`config.mk`:
```
export PLATFORM = sky130hd
export DESIGN_NAME = conv_layer_tile_scheduler
export DESIGN_NICKNAME = d
export VERILOG_FILES = /design/src/rtl/conv_sched_pkg.sv /design/src/rtl/tile_loop_counter.sv /design/src/rtl/conv_layer_tile_scheduler.sv
export SDC_FILE = /design/constraint.sdc
export NUM_CORES = 1
export LEC_CHECK = 0
export ABC_AREA = 1
export BUFFER_PORTS_ARGS = -buffer_cell sky130_fd_sc_hd__buf_2
export CAP_MARGIN = 40
export CORE_MARGIN = 5
export CORE_UTILIZATION = 53
export DETAILED_ROUTE_END_ITERATION = 16
export PLACE_DENSITY_LB_ADDON = 0.25
export SYNTH_ARGS = -nofsm -noshare
export SYNTH_HDL_FRONTEND = slang
export SYNTH_SLANG_ARGS = --single-unit
```
`constraint.sdc`:
```
create_clock -name clk -period 5.95 [get_ports clk]
set_input_delay 0.595 -clock clk [delete_from_list [all_inputs] [get_ports clk]]
set_output_delay 0.595 -clock clk [all_outputs]
set_load 0.05 [all_outputs]
```
`src/rtl/conv_sched_pkg.sv`:
```
// Shared definitions for the convolution layer tile scheduler.
//   - sched_state_e : scheduler FSM states
//   - num_tiles()   : tiles along one dimension
//   - Default*Tiles : tile counts for the default layer geometry
package conv_sched_pkg;

    typedef enum logic [2:0] {
        IDLE,
        ISSUE,
        WAIT,
        GAP,
        DONE
    } sched_state_e;

    function automatic int unsigned num_tiles(input int unsigned dim, input int unsigned tile);
        return dim / tile;
    endfunction

    localparam int unsigned DefaultRowTiles  = num_tiles(64, 64);
    localparam int unsigned DefaultColTiles  = num_tiles(32, 16);
    localparam int unsigned DefaultNTiles    = num_tiles(32, 16);
    localparam int unsigned DefaultMTiles    = num_tiles(32, 16);
    localparam int unsigned DefaultTotalTiles =
        DefaultRowTiles * DefaultColTiles * DefaultNTiles * DefaultMTiles;

endpackage

```
`src/rtl/tile_loop_counter.sv`:
```
// One tile-loop dimension: holds the tile base and steps it by STEP.
// Ports:
//   clk, rst : clock, synchronous active-high reset
//   inc      : advance the base by STEP (wraps to 0 at LIMIT)
//   clr      : force the base to 0
//   wrap     : the next step from the current base would reach LIMIT
//   base     : registered tile base
module tile_loop_counter #(
    parameter int unsigned CW    = 16,
    parameter int unsigned STEP  = 16,
    parameter int unsigned LIMIT = 32
) (
    input  logic          clk,
    input  logic          rst,
    input  logic          inc,
    input  logic          clr,
    output logic          wrap,
    output logic [CW-1:0] base
);

    // One extra bit so base + STEP == LIMIT never aliases when LIMIT == 2**CW.
    logic [CW:0] next_sum;

    assign next_sum = {1'b0, base} + (CW + 1)'(STEP);
    assign wrap     = (next_sum == (CW + 1)'(LIMIT));

    always_ff @(posedge clk) begin
        if (rst || clr) begin
            base <= '0;
        end else if (inc) begin
            base <= wrap ? '0 : next_sum[CW-1:0];
        end
    end

endmodule

```
`src/rtl/conv_layer_tile_scheduler.sv`:
```
// Layer-level controller for the convolution tile engine. Walks the tile loops
// (row, col, n, m; m innermost), issues one conv_tile_start per tile, waits for
// conv_tile_done, leaves START_GAP idle cycles, and pulses layer_done at the end.
// Optional feature macro: CONV_SCHED_PERF_CNT_EN adds the layer_cycles counter.
// Ports:
//   clk, rst            : clock, synchronous active-high reset
//   layer_start         : start one layer (sampled only in IDLE)
//   layer_done          : one-cycle pulse after the last tile completes
//   busy                : high from first tile issue through last tile done
//   conv_tile_start     : one-cycle tile launch pulse
//   conv_tile_done      : tile completion pulse (honoured only in WAIT)
//   tile_base_*         : registered tile origin
//   tile_index          : ordinal of the current tile
//   layer_cycles        : busy-cycle count (macro builds only)
module conv_layer_tile_scheduler
    import conv_sched_pkg::*;
#(
    parameter int unsigned CW        = 16,
    parameter int unsigned N         = 32,
    parameter int unsigned M         = 32,
    parameter int unsigned R         = 64,
    parameter int unsigned C         = 32,
    parameter int unsigned Tn        = 16,
    parameter int unsigned Tm        = 16,
    parameter int unsigned Tr        = 64,
    parameter int unsigned Tc        = 16,
    parameter int unsigned START_GAP = 2
) (
    input  logic          clk,
    input  logic          rst,
    input  logic          layer_start,
    output logic          layer_done,
    output logic          busy,
    output logic          conv_tile_start,
    input  logic          conv_tile_done,
    output logic [CW-1:0] tile_base_n,
    output logic [CW-1:0] tile_base_m,
    output logic [CW-1:0] tile_base_row,
    output logic [CW-1:0] tile_base_col,
    output logic [CW-1:0] tile_index
`ifdef CONV_SCHED_PERF_CNT_EN
   ,output logic [31:0]   layer_cycles
`endif
);

    localparam int unsigned TotalTiles =
        num_tiles(R, Tr) * num_tiles(C, Tc) * num_tiles(N, Tn) * num_tiles(M, Tm);

    if ((N % Tn) != 0 || (M % Tm) != 0 || (R % Tr) != 0 || (C % Tc) != 0) begin : g_bad_tiling
        $error("conv_layer_tile_scheduler: every dimension must divide by its tile size");
    end
    if (START_GAP < 1 || START_GAP > 255) begin : g_bad_gap
        $error("conv_layer_tile_scheduler: START_GAP must be 1..255");
    end
    if (CW < 32 && TotalTiles > (32'd1 << CW)) begin : g_bad_cw
        $error("conv_layer_tile_scheduler: tile_index does not fit in CW bits");
    end

    sched_state_e state;
    logic [7:0]   gap_cnt;
    logic         wrap_m, wrap_n, wrap_col, wrap_row;
    logic         last_tile, advance, clr_bases;

    // The last tile is the one where every loop is at its final position.
    assign last_tile = wrap_m & wrap_n & wrap_col & wrap_row;
    assign advance   = (state == WAIT) && conv_tile_done && !last_tile;
    assign clr_bases = (state == DONE);

    tile_loop_counter #(.CW(CW), .STEP(Tm), .LIMIT(M)) u_cnt_m (
        .clk  (clk),
        .rst  (rst),
        .inc  (advance),
        .clr  (clr_bases),
        .wrap (wrap_m),
        .base (tile_base_m)
    );

    tile_loop_counter #(.CW(CW), .STEP(Tn), .LIMIT(N)) u_cnt_n (
        .clk  (clk),
        .rst  (rst),
        .inc  (advance && wrap_m),
        .clr  (clr_bases),
        .wrap (wrap_n),
        .base (tile_base_n)
    );

    tile_loop_counter #(.CW(CW), .STEP(Tc), .LIMIT(C)) u_cnt_col (
        .clk  (clk),
        .rst  (rst),
        .inc  (advance && wrap_m && wrap_n),
        .clr  (clr_bases),
        .wrap (wrap_col),
        .base (tile_base_col)
    );

    tile_loop_counter #(.CW(CW), .STEP(Tr), .LIMIT(R)) u_cnt_row (
        .clk  (clk),
        .rst  (rst),
        .inc  (advance && wrap_m && wrap_n && wrap_col),
        .clr  (clr_bases),
        .wrap (wrap_row),
        .base (tile_base_row)
    );

    always_ff @(posedge clk) begin
        if (rst) begin
            state           <= IDLE;
            gap_cnt         <= '0;
            busy            <= 1'b0;
            layer_done      <= 1'b0;
            conv_tile_start <= 1'b0;
            tile_index      <= '0;
`ifdef CONV_SCHED_PERF_CNT_EN
            layer_cycles    <= '0;
`endif
        end else begin
            conv_tile_start <= 1'b0;
            layer_done      <= 1'b0;
            unique case (state)
                IDLE: begin
                    if (layer_start) begin
                        state           <= ISSUE;
                        conv_tile_start <= 1'b1;
                        busy            <= 1'b1;
`ifdef CONV_SCHED_PERF_CNT_EN
                        layer_cycles    <= '0;
`endif
                    end
                end
                ISSUE: state <= WAIT;
                WAIT: begin
                    if (conv_tile_done) begin
                        if (last_tile) begin
                            state      <= DONE;
                            layer_done <= 1'b1;
                            busy       <= 1'b0;
                        end else begin
                            state      <= GAP;
                            tile_index <= tile_index + CW'(1);
                            gap_cnt    <= 8'(START_GAP - 1);
                        end
                    end
                end
                GAP: begin
                    if (gap_cnt == 8'd0) begin
                        state           <= ISSUE;
                        conv_tile_start <= 1'b1;
                    end else begin
                        gap_cnt <= gap_cnt - 8'd1;
                    end
                end
                DONE: begin
                    state      <= IDLE;
                    tile_index <= '0;
                end
                default: state <= IDLE;
            endcase
`ifdef CONV_SCHED_PERF_CNT_EN
            // busy is low in IDLE, so this never collides with the clear above.
            if (busy && layer_cycles != 32'hFFFF_FFFF) begin
                layer_cycles <= layer_cycles + 32'd1;
            end
`endif
        end
    end

endmodule

```
* After elaboration in Yosys (flattened, before gate mapping)
Index checks and enable logic that the tools add are counted.
** Storage, ports and cells
- Flip-flop bits (word level) :: 94
- Latch bits :: 0
- RAM bits :: 0
- Memory bits (read-only) :: 0
- Input bits :: 4
- Output and inout port bits :: 83
- Word-level logic and storage cells :: 76
- Memories :: 0
** Cells by class
- $add $sub $neg :: 6
- Multiply operators :: 0
- Divide/modulo/power cells :: 0
- Order comparisons :: 0
- Eq/ne operators :: 14
- Shifts and indexed selects :: 0
- Multiplexer cells :: 24
- Bitwise gates (word level) :: 5
- Reduce and logical (&&, ||, !) cells :: 17
** Operator list (number)
- two-way mux 16 bit :: 6
- adder 16 x 5 -> 17 bit (second input constant) :: 3
- equality test 17 x 6 -> 1 bit (second input constant) :: 3
- case mux 16 bit (2 select lines) :: 1
- two-way mux 8 bit :: 3
- adder 16 x 7 -> 17 bit (second input constant) :: 1
- equality test 17 x 7 -> 1 bit (second input constant) :: 1
- adder 16 x 1 -> 16 bit (second input constant) :: 1
- case mux 8 bit (2 select lines) :: 1
- two-way mux 3 bit :: 4
- != test 2 bit (second input constant) :: 6
- case mux 3 bit (4 select lines) :: 1
- zero test 8 bit :: 1
- AND reduction 4 bit :: 2
- subtractor 8 x 1 -> 8 bit (second input constant) :: 1
- equality test 3 x 2 -> 1 bit (second input constant) :: 2
- two-way mux 1 bit :: 6
- AND reduction 3 bit :: 2
- nonzero test 2 bit :: 3
- logical AND 1 bit :: 5
- case mux 1 bit (2 select lines) :: 2
- bitwise AND 1 bit :: 3
- equality test 3 x 1 -> 1 bit (second input constant) :: 1
- equality test 3 bit (second input constant) :: 1
- 5 further kinds :: 6

* Longest topological paths before layout
- Word-level depth :: 10
- Gate-level depth with buffers :: 17
- Mapped depth without buffers :: 16

* Modules after synthesis
A second synthesis with hierarchy kept.
** Second synthesis, totals
- Cell total of the unflattened synthesis :: 811
- Area, all modules :: 5024.8 um^2
** Modules (own cells, without submodules)
- tile_loop_counter at u_cnt_col ... :: instances 3, cells each 143, area each 862.1 um^2, sequential area each 240.2 um^2
- conv_layer_tile_scheduler :: instances 1, cells each 264, area each 1695.4 um^2, sequential area each 600.6 um^2
- tile_loop_counter at u_cnt_row :: instances 1, cells each 118, area each 743.2 um^2, sequential area each 200.2 um^2

* Worst setup path before layout
No wires, ideal clock.
- Path kind :: flip-flop to flip-flop
- Start :: register u_cnt_m.base[4]
- End :: register gap_cnt[1]
- Setup time :: 0.128 ns
- Arrival time :: 2.454 ns
- Required time :: 5.822 ns
- Setup slack :: 3.368 ns
- Cell stages (with the launch flop) :: 16
- Clock period less this slack :: 2.582 ns
- Cell sequence :: dfxtp_1 -> ha_1 -> nand2_2 -> nor2_4 -> nand3_1 -> nand2_1 -> nand2_1 -> nor2_2 -> nand3_4 -> nor2_8 -> buf_6 -> nand3_4 -> nand2_4 -> nand2_1 -> o21ai_1 -> nor2_1
** On the way
- Longest elaborated chain between the ends :: 7
** RTL lines
- start, declared :: line tile_loop_counter.sv:18 : output logic [CW-1:0] base
- start signal, assigned :: line tile_loop_counter.sv:31 : base <= wrap ? '0 : next_sum[CW-1:0];
- adder 16 x 5 -> 17 bit :: line tile_loop_counter.sv:24 : assign next_sum = {1'b0, base} + (CW + 1)'(STEP);
- equality test 17 x 6 -> 1 bit :: line tile_loop_counter.sv:25 : assign wrap = (next_sum == (CW + 1)'(LIMIT));
- bitwise AND 1 bit (3 in series) :: line conv_layer_tile_scheduler.sv:65 : assign last_tile = wrap_m & wrap_n & wrap_col & wrap_row;
- != test 2 bit (no line)
- AND reduction 4 bit (no line)
- end signal, assigned :: line conv_layer_tile_scheduler.sv:140 : gap_cnt <= 8'(START_GAP - 1);
- end signal, assigned :: line conv_layer_tile_scheduler.sv:149 : gap_cnt <= gap_cnt - 8'd1;
- end, declared :: line conv_layer_tile_scheduler.sv:60 : logic [7:0] gap_cnt;
Every way passes these cells.
A chain may end at the register's enable or synchronous reset.

* Worst setup path in the final report
- Start :: register state[1]
- End :: register u_cnt_row.base[10]
** On the way
- Longest elaborated chain between the ends :: 6
- Elaborated cells on any way between the ends :: 8
- Classes of those cells :: eq/ne (2); reduce/logical (6)
** RTL lines
- start, declared :: line conv_layer_tile_scheduler.sv:59 : sched_state_e state;
- start signal, assigned :: line conv_layer_tile_scheduler.sv:107 : state <= IDLE;
- start signal, assigned :: line conv_layer_tile_scheduler.sv:122 : state <= ISSUE;
- start signal, assigned :: line conv_layer_tile_scheduler.sv:130 : ISSUE: state <= WAIT;
- equality test 3 x 2 -> 1 bit :: line conv_layer_tile_scheduler.sv:66 : assign advance = (state == WAIT) && conv_tile_done && !last_tile;
- logical AND 1 bit (2 in series) :: line conv_layer_tile_scheduler.sv:66
- logical AND 1 bit (3 in series) :: line conv_layer_tile_scheduler.sv:99 : .inc (advance && wrap_m && wrap_n && wrap_col),
- end signal, assigned :: line tile_loop_counter.sv:31
- end, declared :: line tile_loop_counter.sv:18
Parallel ways exist; a longest one is shown, timed or not.

==> results by group <==
Global routing
  • All-layer global routing usage: between 20% and 30%
  • GRT overflow: 0
  • First-pass GRT wire length: 20.7 mm
  • Vias in the first global route: 4606
  • Largest net degree at the start of global routing: 38
  • Initial antenna violation count: 0

Die
  • Die height: 109 um
  • Die area: 11800 um^2
  • Die Width: about 110 um
  • I/O Pins: 87
  • Core box area: 9640 um^2
  • Initial core utilization: 53.7%
  • Row count: 36

Setup path
  • Crit path DAT: approximately 3.2 ns
  • FF-to-FF setup slack: 2.98 ns
  • Most frequent CP cell: inv_1
  • Worst Path Max Fanout: 32
  • CP Launch Point: state[1]$_SDFFE_PP0P_
  • Crit path kind: reg2reg
  • Worst Path Required: 6.20 ns
  • Startpoint class of the critical path: register
  • Reg-to-Reg Start: state[1]$_SDFFE_PP0P_
  • WP buf/inv: 2
  • Cell family with most CP delay: simple AND/OR/NAND/NOR gates
  • Crit path largest cell delay: 0.74 ns
  • Crit-path slowest cell: nand4_1
  • Crit path cell chain: inv_1, nor3_2, inv_1, nor2_4, nand4_1, o21ai_0, nor2_1
  • Worst setup EP type: register

Detailed routing
  • DR vias/cell: 5.18
  • Via count: just over 5000
  • TritonRoute pass-1 iters: 5
  • Drt wl/cell: 12.2 um
  • Starting DRT DRC Count: 326
  • Drt total wl: 12.2 mm
  • Antenna-violating nets left: 0
  • Residual DRC: 0

Synthesis
  • Syn avg cell area: roughly 6.5 um^2
  • Warnings from Yosys: 0
  • Number of enable flip-flop cells after synthesis: 0
  • Ys flop type: dfxtp_1
  • Post-synthesis async set-or-reset flop share: 0%
  • Part of the Yosys area used for sequential elements: between 20 and 30%
  • Flops & latches, synth: 76
  • Post-Syn Area: 5180 um^2
  • Netlist cell types: 40
  • Synth Instances: 799

Layout
  • Diodes inserted: 0
  • Layout net count: 870
  • Fin util: between 50% and 60%
  • Layout cells sized above 1: 17.3%
  • Layout area overhead: 9.96%

CTS
  • CTS tree: yes
  • Worst-Skew Late Latency: 0.37 ns
  • Resize count post-CTS: 0
  • Clock Tree Buf Depth: 2
  • Clk slew on worst S/H paths: roughly 0.090 ns
  • Root Buffer: clkbuf_8
  • Inserted Clock Buffers: 9
  • CTS Sinks: 76
  • CTS Hold Bufs: 0
  • H-tree levels: 3
  • Post-CTS repair timing setup buffer count: 0

STA
  • Final worst-path cycle share: between 40% and 50%
  • FMAX: 337 MHz
  • Final setup fails: 0
  • Worst Tran Pin Value: 0.802 ns
  • Slew headroom: 46.4%
  • Final Max Slew Viols: 0
  • Hold Vio Cnt, Final: 0
  • Total negative setup slack: 0 ns
  • Min Clock Period, post-route: 2.97 ns
  • Final setup skew: 0.0192 ns
  • RSZ-0062 raised after global routing: false

Place
  • HPWL after detailed placement: ~9.0 mm
  • Final estimated routing congestion in global placement: 0.888
  • PortBufs: 68

Pwr
  • Static Leakage: 2.68 nW
  • Pwr dens: approximately 210 nW/um^2
  • Max VDD drop: 0.146 mV
  • Switch Pwr: between 0.4 and 0.5 mW
  • Combinational fraction of design power: a little over a fifth
  • Int Power: 0.808 mW
  • Power share of the clock group: 34.0%
  • Sw Share: 33.8%
  • Part of the power in registers: around 45%

Hold path
  • Worst hold path class: reg2reg
  • Worst Hold Launch: gap_cnt[0]$_SDFFE_PP0P_

Outcome
  • Status: finished, final reports clean

Run
  • Maxcap violations: 0
-- state kept, by name, indices dropped and copies added (netlist names) --
register / count
u_cnt_row.base: 10
u_cnt_m.base: 12
gap_cnt: 8
u_cnt_n.base: 12
conv_tile_start: 1
layer_done: 1
tile_index: 16
busy: 1
u_cnt_col.base: 12
state: 3
-- power by group through the flow --
stage	combinational, mW	sequential, mW	clock [mW]
5_1_grt	0.281	0.552	0.447
3_3_place_gp	0.250	0.560	0
4_1_cts	0.256	0.549	0.422
3_5_place_dp	0.255	0.561	0
2_1_floorplan	0.185	0.596	0
6_report	0.256	0.550	0.415
-- synthesized netlist by cell type, types with 2 or more instances --
library cell	count	area, um^2
nand3_2	5	50.1
nor2_4	7	78.8
dfxtp_1	76	1520
nor3b_1	2	15.0
nand4_1	34	213
a21oi_2	12	105
clkinv_1	3	11.3
xor2_1	13	114
or2_2	3	18.8
nand2_4	3	33.8
buf_2	6	30.0
xnor2_1	7	61.3
nor3_2	2	20.0
inv_1	87	327
o21ai_0	16	80.1
o21bai_1	5	37.5
nand3_1	54	270
buf_6	3	33.8
inv_2	4	15.0
nand2_1	213	800
nand3_4	5	87.6
o21ai_1	2	10.0
nor3_1	10	50.1
ha_1	10	125
a21oi_1	41	205
nor2_1	111	417
nor4_1	6	37.5
buf_4	21	158
nor2_2	13	81.3
nand2_2	7	43.8
clkbuf_1	9	33.8
-- cells in the final DEF, fill, tap and decap left out, types with 4 or more instances in the layout --
cell	n
nor4_1	6
nor2_2	13
a21oi_2	12
clkbuf_8	11
nand2_2	7
nor3_1	10
o21bai_1	5
nor2_4	7
nand3_1	54
nor2_1	111
nand4_1	34
xnor2_1	7
inv_2	4
a21oi_1	41
ha_1	10
nand3_2	5
conb_1	18
buf_2	68
nand2_1	213
inv_1	87
xor2_1	13
o21ai_0	16
nand3_4	5
dfxtp_1	76
-- metal layers --
metal / vias to the layer above / global-route usage [%] / routed length [um]
met5: - / 0 / 0
met4: 0 / 6.58 / 148
met3: 16 / 3.49 / 546
met2: 116 / 36.7 / 5930
met1: 2387 / 27.1 / 5530
li1: 2632 / - / -
-- area by class of cell --
class,instances,area (um^2)
tap,133,166
multi-input combinational,605,3090
fill,964,3950
clock inverter,3,45.0
sequential,76,1520
inverter,94,353
clock buffer,13,159
timing repair buffer,70,355
-- final timing paths --
check                                         end  cells after the start
setup reg to reg  u_cnt_row.base[10]$_SDFFE_PP0P_                      7
hold / removal            gap_cnt[0]$_SDFFE_PP0P_                      2
hold reg to reg           gap_cnt[0]$_SDFFE_PP0P_                      2
setup / recovery  u_cnt_row.base[10]$_SDFFE_PP0P_                      7
-- per-stage QoR --
| step | instances | hold slack [ns] | total power, mW | cell area [um^2] | setup slack (ns) |
|---|---|---|---|---|---|
| after floorplan | 816 | 0.453 | 0.782 | 5240 | 3.37 |
| after global placement | 978 | 0.471 | 0.810 | 5490 | 3.12 |
| after detailed placement | 978 | 0.476 | 0.816 | 5490 | 2.97 |
| after CTS | 994 | 0.487 | 1.23 | 5690 | 2.97 |
| after global routing | 994 | 0.509 | 1.28 | 5690 | 2.64 |
| final | 994 | 0.485 | 1.22 | 5690 | 2.98 |
-- worst register-to-register path: stages, from the launching register on --
cell and delay, ns:
dfxtp_1 0.37, inv_1 0.09, nor3_2 0.37, inv_1 0.18
nor2_4 0.64, nand4_1 0.75, o21ai_0 0.41, nor2_1 0.06
-- logic make-up (layout without fill, tap and decap cells) --
group / Yosys count / count (layout) / synth area share (%)
and+or+nand+nor: 477 / 477 / 43.3
buffers and inverters: 135 / 180 / 12.1
AOI/OAI and AO/OA: 79 / 79 / 8.99
DFF: 76 / 76 / 29.4
xor gates and xnor gates: 21 / 21 / 3.70
adders and majority gates: 10 / 10 / 2.42
other: 1 / 18 / 0.0724
(Power assumes the default switching activity.)
